## src/rtl/ro_puf_array.sv

```systemverilog
// Ring-oscillator PUF: N_RO gated rings, one saturating edge counter per ring,
// and a controller that races ring pairs for a fixed window and packs one
// response bit per pair.
//
// Each ring is a NAND enable gate plus STAGES inverters. Every gate in the ring
// is modelled as one propagation step. A step fires when the ring's prescaler
// reaches terminal count. RING_DLY[8*i +: 8] sets ring i's gate delay in clk
// ticks minus one, and stands in for process variation.
// An odd STAGES plus the NAND would give an even inversion count. To keep the
// loop oscillating, the NAND feedback pin takes the complement of the last
// stage.
//
// state    | meaning
// ---------+-----------------------------------------------------------
// IDLE     | waiting for start; selections captured on accept
// CLEAR    | ring counters held in async clear for one cycle
// RUN      | rings enabled for WINDOW cycles
// SETTLE   | rings disabled; counters go quiet for SETTLE cycles
// CAPTURE  | sample counters of current pair into cnt_a / cnt_b
// COMPARE  | response[k] <= cnt_a > cnt_b; advance pair or finish
// DONE     | one-cycle done pulse, busy already low
module ro_puf_array #(
  parameter int N_RO      = 8,
  parameter int STAGES    = 9,
  parameter int CNT_W     = 16,
  parameter int WINDOW    = 1024,
  parameter int SETTLE    = 4,
  parameter int RESP_BITS = 8,
  parameter logic [8*N_RO-1:0] RING_DLY = '0
) (
  input  logic                    clk,
  input  logic                    rst_n,
  input  logic                    start,
  input  logic [$clog2(N_RO)-1:0] sel_a,
  input  logic [$clog2(N_RO)-1:0] sel_b,
  output logic                    busy,
  output logic                    done,
  output logic [RESP_BITS-1:0]    response,
  output logic [CNT_W-1:0]        cnt_a,
  output logic [CNT_W-1:0]        cnt_b
);

  localparam int AW   = $clog2(N_RO);
  localparam int KW   = (RESP_BITS > 1) ? $clog2(RESP_BITS) : 1;
  localparam int TMAX = (WINDOW > SETTLE) ? WINDOW : SETTLE;
  localparam int TW   = (TMAX > 1) ? $clog2(TMAX) : 1;

  // Static pattern of a disabled ring: NAND output high, inverters alternate.
  function automatic logic [STAGES-1:0] rest_pattern();
    logic [STAGES-1:0] r;
    for (int j = 0; j < STAGES; j++) r[j] = j[0];
    return r;
  endfunction

  localparam logic [STAGES-1:0] REST = rest_pattern();

  typedef enum logic [2:0] {
    S_IDLE, S_CLEAR, S_RUN, S_SETTLE, S_CAPTURE, S_COMPARE, S_DONE
  } state_t;

  state_t            state, state_nxt;
  logic              en_q;
  logic              clr_q;
  logic              clr_n;
  logic [TW-1:0]     tmr;
  logic [KW-1:0]     k;
  logic [AW-1:0]     a_idx, b_idx;
  wire  [N_RO-1:0]   ro_nand;
  logic [CNT_W-1:0]  ro_cnt [N_RO];

  // Clear comes from a register so the async clear pin never sees decode glitches.
  assign clr_n = rst_n & ~clr_q;

  for (genvar i = 0; i < N_RO; i++) begin : g_ring
    logic [STAGES-1:0] stg;
    logic [7:0]        presc;
    logic [CNT_W-1:0]  cnt;

    assign ro_nand[i] = ~(en_q & ~stg[STAGES-1]);
    assign ro_cnt[i]  = cnt;

    // One gate-propagation step each time the delay prescaler reaches zero.
    always_ff @(posedge clk or negedge rst_n) begin
      if (!rst_n) begin
        stg   <= REST;
        presc <= '0;
      end else if (presc == 8'd0) begin
        presc <= RING_DLY[8*i +: 8];
        stg   <= ~{stg[STAGES-2:0], ro_nand[i]};
      end else begin
        presc <= presc - 8'd1;
      end
    end

    // Saturating edge counter in the ring's own clock domain.
    always_ff @(posedge ro_nand[i] or negedge clr_n) begin
      if (!clr_n)            cnt <= '0;
      else if (cnt != '1)    cnt <= cnt + 1'b1;
    end
  end

  // State register.
  always_ff @(posedge clk or negedge rst_n) begin
    if (!rst_n) state <= S_IDLE;
    else        state <= state_nxt;
  end

  // Next-state decode and status outputs.
  always_comb begin
    state_nxt = state;
    busy      = (state != S_IDLE) && (state != S_DONE);
    done      = (state == S_DONE);
    case (state)
      S_IDLE:    if (start) state_nxt = S_CLEAR;
      S_CLEAR:   state_nxt = S_RUN;
      S_RUN:     if (tmr == '0) state_nxt = S_SETTLE;
      S_SETTLE:  if (tmr == '0) state_nxt = S_CAPTURE;
      S_CAPTURE: state_nxt = S_COMPARE;
      S_COMPARE: state_nxt = (k == KW'(RESP_BITS-1)) ? S_DONE : S_CLEAR;
      S_DONE:    state_nxt = S_IDLE;
      default:   state_nxt = S_IDLE;
    endcase
  end

  // Window timer, pair indices, ring enable/clear, sampled counts and response.
  always_ff @(posedge clk or negedge rst_n) begin
    if (!rst_n) begin
      en_q     <= 1'b0;
      clr_q    <= 1'b0;
      tmr      <= '0;
      k        <= '0;
      a_idx    <= '0;
      b_idx    <= '0;
      cnt_a    <= '0;
      cnt_b    <= '0;
      response <= '0;
    end else begin
      en_q  <= (state_nxt == S_RUN);
      clr_q <= (state_nxt == S_CLEAR);
      case (state)
        S_IDLE: if (start) begin
          a_idx    <= sel_a;
          b_idx    <= sel_b;
          k        <= '0;
          response <= '0;
        end
        S_CLEAR: tmr <= TW'(WINDOW - 1);
        S_RUN:   tmr <= (tmr == '0) ? TW'(SETTLE - 1) : tmr - 1'b1;
        S_SETTLE: if (tmr != '0) tmr <= tmr - 1'b1;
        S_CAPTURE: begin
          cnt_a <= ro_cnt[a_idx];
          cnt_b <= ro_cnt[b_idx];
        end
        S_COMPARE: begin
          response[k] <= (cnt_a > cnt_b);
          if (k != KW'(RESP_BITS-1)) begin
            k     <= k + 1'b1;
            a_idx <= (a_idx == AW'(N_RO-1)) ? '0 : a_idx + 1'b1;
            b_idx <= (b_idx == AW'(N_RO-1)) ? '0 : b_idx + 1'b1;
          end
        end
        default: ;
      endcase
    end
  end

endmodule

```

## config.mk

```make
export PLATFORM = sky130hd
export DESIGN_NAME = ro_puf_array
export DESIGN_NICKNAME = d
export VERILOG_FILES = /design/src/rtl/ro_puf_array.sv
export SDC_FILE = /design/constraint.sdc
export NUM_CORES = 1
export LEC_CHECK = 0
export CAP_MARGIN = 40
export CORE_MARGIN = 3
export CORE_UTILIZATION = 60
export CTS_CLUSTER_SIZE = 24
export DETAILED_ROUTE_END_ITERATION = 6
export GPL_TIMING_DRIVEN = 1
export PLACE_DENSITY_LB_ADDON = 0.05
export SYNTH_ARGS = -nofsm -noshare
export SYNTH_HDL_FRONTEND = slang
export SYNTH_SLANG_ARGS = --single-unit
```

## constraint.sdc

```tcl
create_clock -name clk -period 2.9 [get_ports clk]
set_clock_uncertainty 0.15 [all_clocks]
set_input_delay 0.29 -clock clk [delete_from_list [all_inputs] [get_ports clk]]
set_output_delay 0.29 -clock clk [all_outputs]
set_load 0.02 [all_outputs]
```

-- After elaboration in Yosys (flattened, before gate mapping)
Cells that the tools add are included.
- bits of input ports: 9
- output and inout port bits: 42
- word-level logic and storage cells: 176
- register bits: 328
- muxes and demuxes: 38
- bitwise operators: 36
- reductions and logical operators: 19
- equal/unequal tests: 24
- $add $sub $neg: 20
- order comparisons: 5
- operators with widths (kind ; number):
    16-bit by 1-bit adder with 16-bit output (second input constant) ; 8
    16-bit != test (second input constant) ; 8
    16-bit binary-select mux with 3-bit select ; 2
    8-bit 2-to-1 mux ; 9
    9-bit inverter ; 8
    8-bit zero test ; 8
    16-bit 2-to-1 mux ; 4
    8-bit by 1-bit subtractor with 8-bit output (second input constant) ; 8
    3-bit 2-to-1 mux ; 12
    10-bit one-hot mux with 3 select lines ; 1
    10-bit 2-to-1 mux ; 2
    3-bit == test (second input constant) ; 6
    3-bit one-hot mux with 2 select lines ; 3
    3-bit one-hot mux with 6 select lines ; 1
    1-bit inverter ; 17
    16-bit > comparator ; 1
    8-bit one-hot mux with 2 select lines ; 1
    10-bit zero test ; 1
    10-bit nonzero test ; 1
    10-bit by 1-bit subtractor with 10-bit output (second input constant) ; 1
    3-bit by 1-bit adder with 3-bit output (second input constant) ; 3
    1-bit bitwise AND ; 9
    3-bit by 2-bit == test with 1-bit output (second input constant) ; 3
    8-bit bitwise mux ; 1
    other kinds (15) ; 24

-- Depth between registers and ports, before layout
- word-level depth: 6
- mapped depth: 8
- gate-level depth less buffers: 7

==> impl_metrics.env <==
export IMPL_first_pass_iters=5
export IMPL_io_buffers=50
export IMPL_start_util_pct=61.59
export IMPL_rows=60
export IMPL_outcome="completed"
export IMPL_synth_cell_types=64
export IMPL_dp_hpwl_um=26390
export IMPL_cpMaxStageDelayCell="clkdlybuf4s50_1"
export IMPL_synth_nets=1592
export IMPL_cts_buffer_depth=2
export IMPL_grt_max_degree=66
export IMPL_critical_path_class="reg -> out"
export IMPL_arrival_ns=2.24
export IMPL_finalPower_w=0.005449
export IMPL_cp_start_kind="flop"
export IMPL_timing_final_ws_setup_ns=0.2245
export IMPL_antenna_found_initial=0
export IMPL_clk_latency_ns=0.44
export IMPL_worst_ir_drop_vdd_uv=397.2
export IMPL_fmax_mhz=373.8
export IMPL_crit_path_cell_trace="inv_1 > nand2_1 > nand3b_1 > clkdlybuf4s50_1"
export IMPL_cts_tree="built"
export IMPL_netSwitchingPower_w=0.001425
export IMPL_required_ns=2.46
export IMPL_die_area_sq_mm=0.03002
export IMPL_ys_async_sr_fraction_pct=100.0
export IMPL_untimed_endpoints=128
export IMPL_synth_seq_area_share_pct=49.14
export IMPL_grt_pass1_vias=11196
export IMPL_power_frac_seq_pct=51.2
export IMPL_fin_nets=1637
export IMPL_vias=11900
export IMPL_dr_first_iter_drc_count=1124
export IMPL_cts_root_buf="clkbuf_16"
export IMPL_maxCapViolCount=0
export IMPL_avgRoutedWirePerCell_um=18.07
export IMPL_cts_buffers=17
export IMPL_gr_usage_all_layers_pct=24.38
export IMPL_syn_avg_cell_area_sq_um=10.87
export IMPL_synth_cell_area_sq_mm=0.01678
export IMPL_core_region_area_sq_mm=0.02725
export IMPL_power_density_mw_per_mm2=294.8
export IMPL_path_max_fanout=13
export IMPL_stdcell_area_sq_mm=0.01848
export IMPL_power_frac_comb_pct=2.2
export IMPL_ios=51
export IMPL_fin_tns_setup_ns=0
export IMPL_dp_slack_ns=0.5174
export IMPL_syn_to_final_growth_pct=10.12
export IMPL_drc=0
export IMPL_p_leak_nw=7.738
export IMPL_yosysWarnings=0
export IMPL_dieHeight_um=173.3
export IMPL_wl_um=35690
export IMPL_yosys_most_used_dff="dfrtp_1"
export IMPL_clkTransAtPathRegs_ns=0.09
export IMPL_swShare_pct=26.16
export IMPL_place_congestion=0.9109
export IMPL_synth_edff_count=0
export IMPL_grt_pass1_wl_um=59360
export IMPL_holdBufCountCts=1
export IMPL_unclocked_regs=128
export IMPL_grt_overflow_total=0
export IMPL_detail_route_antenna_nets=0
export IMPL_ys_top_cells_by_area="dfrtp_1 25%, dfrtn_1 19%, mux4_2 8.3%"
export IMPL_dpl_cell_area_sq_mm=0.01784
export IMPL_finalSetupViolCount=0
export IMPL_ys_ff_latch=328
export IMPL_worst_pin_slew_ns=0.7809
export IMPL_drv_slew=0
export IMPL_cts_resized=0
export IMPL_hp_class="in -> async"
export IMPL_finish_utilization_pct=67.82
export IMPL_relSlewSlack_pct=47.94
export IMPL_fin_crit_sh_pct=92.26
export IMPL_die_w_um=173.3
export IMPL_htreeDepth=4
export IMPL_clockPowerShare_pct=46.6
export IMPL_min_period_ns=2.675
export IMPL_cts_setup_buffers=0
export IMPL_syn_inst=1544
export IMPL_critPathMaxStageDelay_ns=0.61
export IMPL_layout_drive_gt1_share_pct=14.61
export IMPL_yosysTopAreaCell="dfrtp_1"
export IMPL_synth_top_cell_area_share_pct=25.05
export IMPL_rsz0062_at_grt="false"
export IMPL_hold_viol=0
export IMPL_end_kind="primary output"
export IMPL_intPower_w=0.004023
export IMPL_vias_per_cell=6.025
[Yosys cell counts, types with 37 or more instances]
| cell type | count |
|---|---|
| nor2_1 | 144 |
| nor3_1 | 37 |
| nand4_1 | 39 |
| inv_1 | 58 |
| ha_1 | 39 |
| nand2_1 | 161 |
| mux2i_1 | 47 |
| o21ai_0 | 89 |
| a21oi_1 | 73 |
| dfrtp_1 | 168 |
| mux4_2 | 62 |
| dfrtn_1 | 128 |
| xnor2_1 | 57 |
| nand3_1 | 55 |
| mux2_2 | 39 |
[layout by cell type (no fill, tap or decap), drive strengths merged, types with 39 or more instances in the layout]
master,Yosys,layout
a21oi,73,73
mux2,40,40
ha,39,39
mux2i,47,47
xnor2,57,57
nand2,161,161
mux4,64,64
nor2,144,144
inv,58,67
dfrtn,128,128
o21ai,89,89
nand4,39,39
nand3,56,56
dfrtp,168,168
clkdlybuf4s50,0,49
nor3,46,46
[power groups by stage]
stage | clock (W) | sequential (W) | combinational [W]
after detailed placement | 0 | 0.00284 | 0.000126
after global routing | 0.00270 | 0.00279 | 0.000140
after CTS | 0.00260 | 0.00279 | 0.000128
after global placement | 0 | 0.00284 | 0.000121
final | 0.00254 | 0.00279 | 0.000120
after floorplan | 0 | 0.00284 | 0.0000281
[worst paths after layout]
check                                   endpoint  slack, ns  cells after the start             start
worst max-delay path                        busy       0.22                      4          state[1]
worst min-delay path                   cnt_a[11]       0.20                      2             rst_n
worst max register to register       response[4]       0.54                      7         cnt_b[13]
worst min register to register  g_ring[5].stg[3]       0.26                      1  g_ring[5].stg[2]
max in group asynchronous       g_ring[0].stg[5]       1.66                      3             rst_n
min in group clk                g_ring[5].stg[3]       0.26                      1  g_ring[5].stg[2]
[area by class of cell]
class	count	area, sq um
Inverter	58	217.7
Multi-Input combinational cell	1103	8083
Clock inverter	15	206.4
Timing Repair Buffer	81	834.6
Clock buffer	17	425.4
Tap cell	372	465.4
Fill cell	2079	8768
Sequential cell	328	8248
Antenna cell	1	2.502
[flip-flops by register name, summed over array words and instances (netlist names)]
signal,count
k,3
state,3
cnt_b,16
g_ring.stg,72
g_ring.cnt,128
response,8
a_idx,3
b_idx,3
tmr,10
g_ring.presc,64
en_q,1
cnt_a,16
clr_q,1
[worst max-delay path: cells and delay by family, from the launching register on]
| family | cells | cell delay [ns] |
|---|---|---|
| buffers and inverters | 2 | 0.96 |
| and+or+nand+nor | 2 | 0.34 |
| DFF | 1 | 0.49 |
[metrics by stage]
step,hold WS [ns],cells
2_1_floorplan,-0.1556,1544
3_3_place_gp,0.1212,1935
3_5_place_dp,0.1170,1941
4_1_cts,0.2062,1974
5_1_grt,0.2225,1974
6_report,0.2007,1975
[per-layer routing]
metal | global-route usage, % | vias up | wire length, um
met5 | 0 | - | 0
met4 | 6.351 | 0 | 774
met3 | 5.278 | 41 | 2638
met2 | 37.11 | 326 | 16170
met1 | 36.11 | 5878 | 16100
li1 | - | 5655 | -
[kinds of logic (layout without fill, tap and decap cells)]
family	Yosys count	in the layout	share of synthesized area (%)
xor gates and xnor gates	89	89	4.644
other	0	1	0
AOI/OAI and AO/OA	237	237	8.282
and+or+nand+nor	587	587	18.06
adders and majority gates	39	39	2.907
DFF	328	328	49.14
buffers and inverters	113	171	2.825
muxes	151	151	14.14
(Power assumes the default switching activity.)
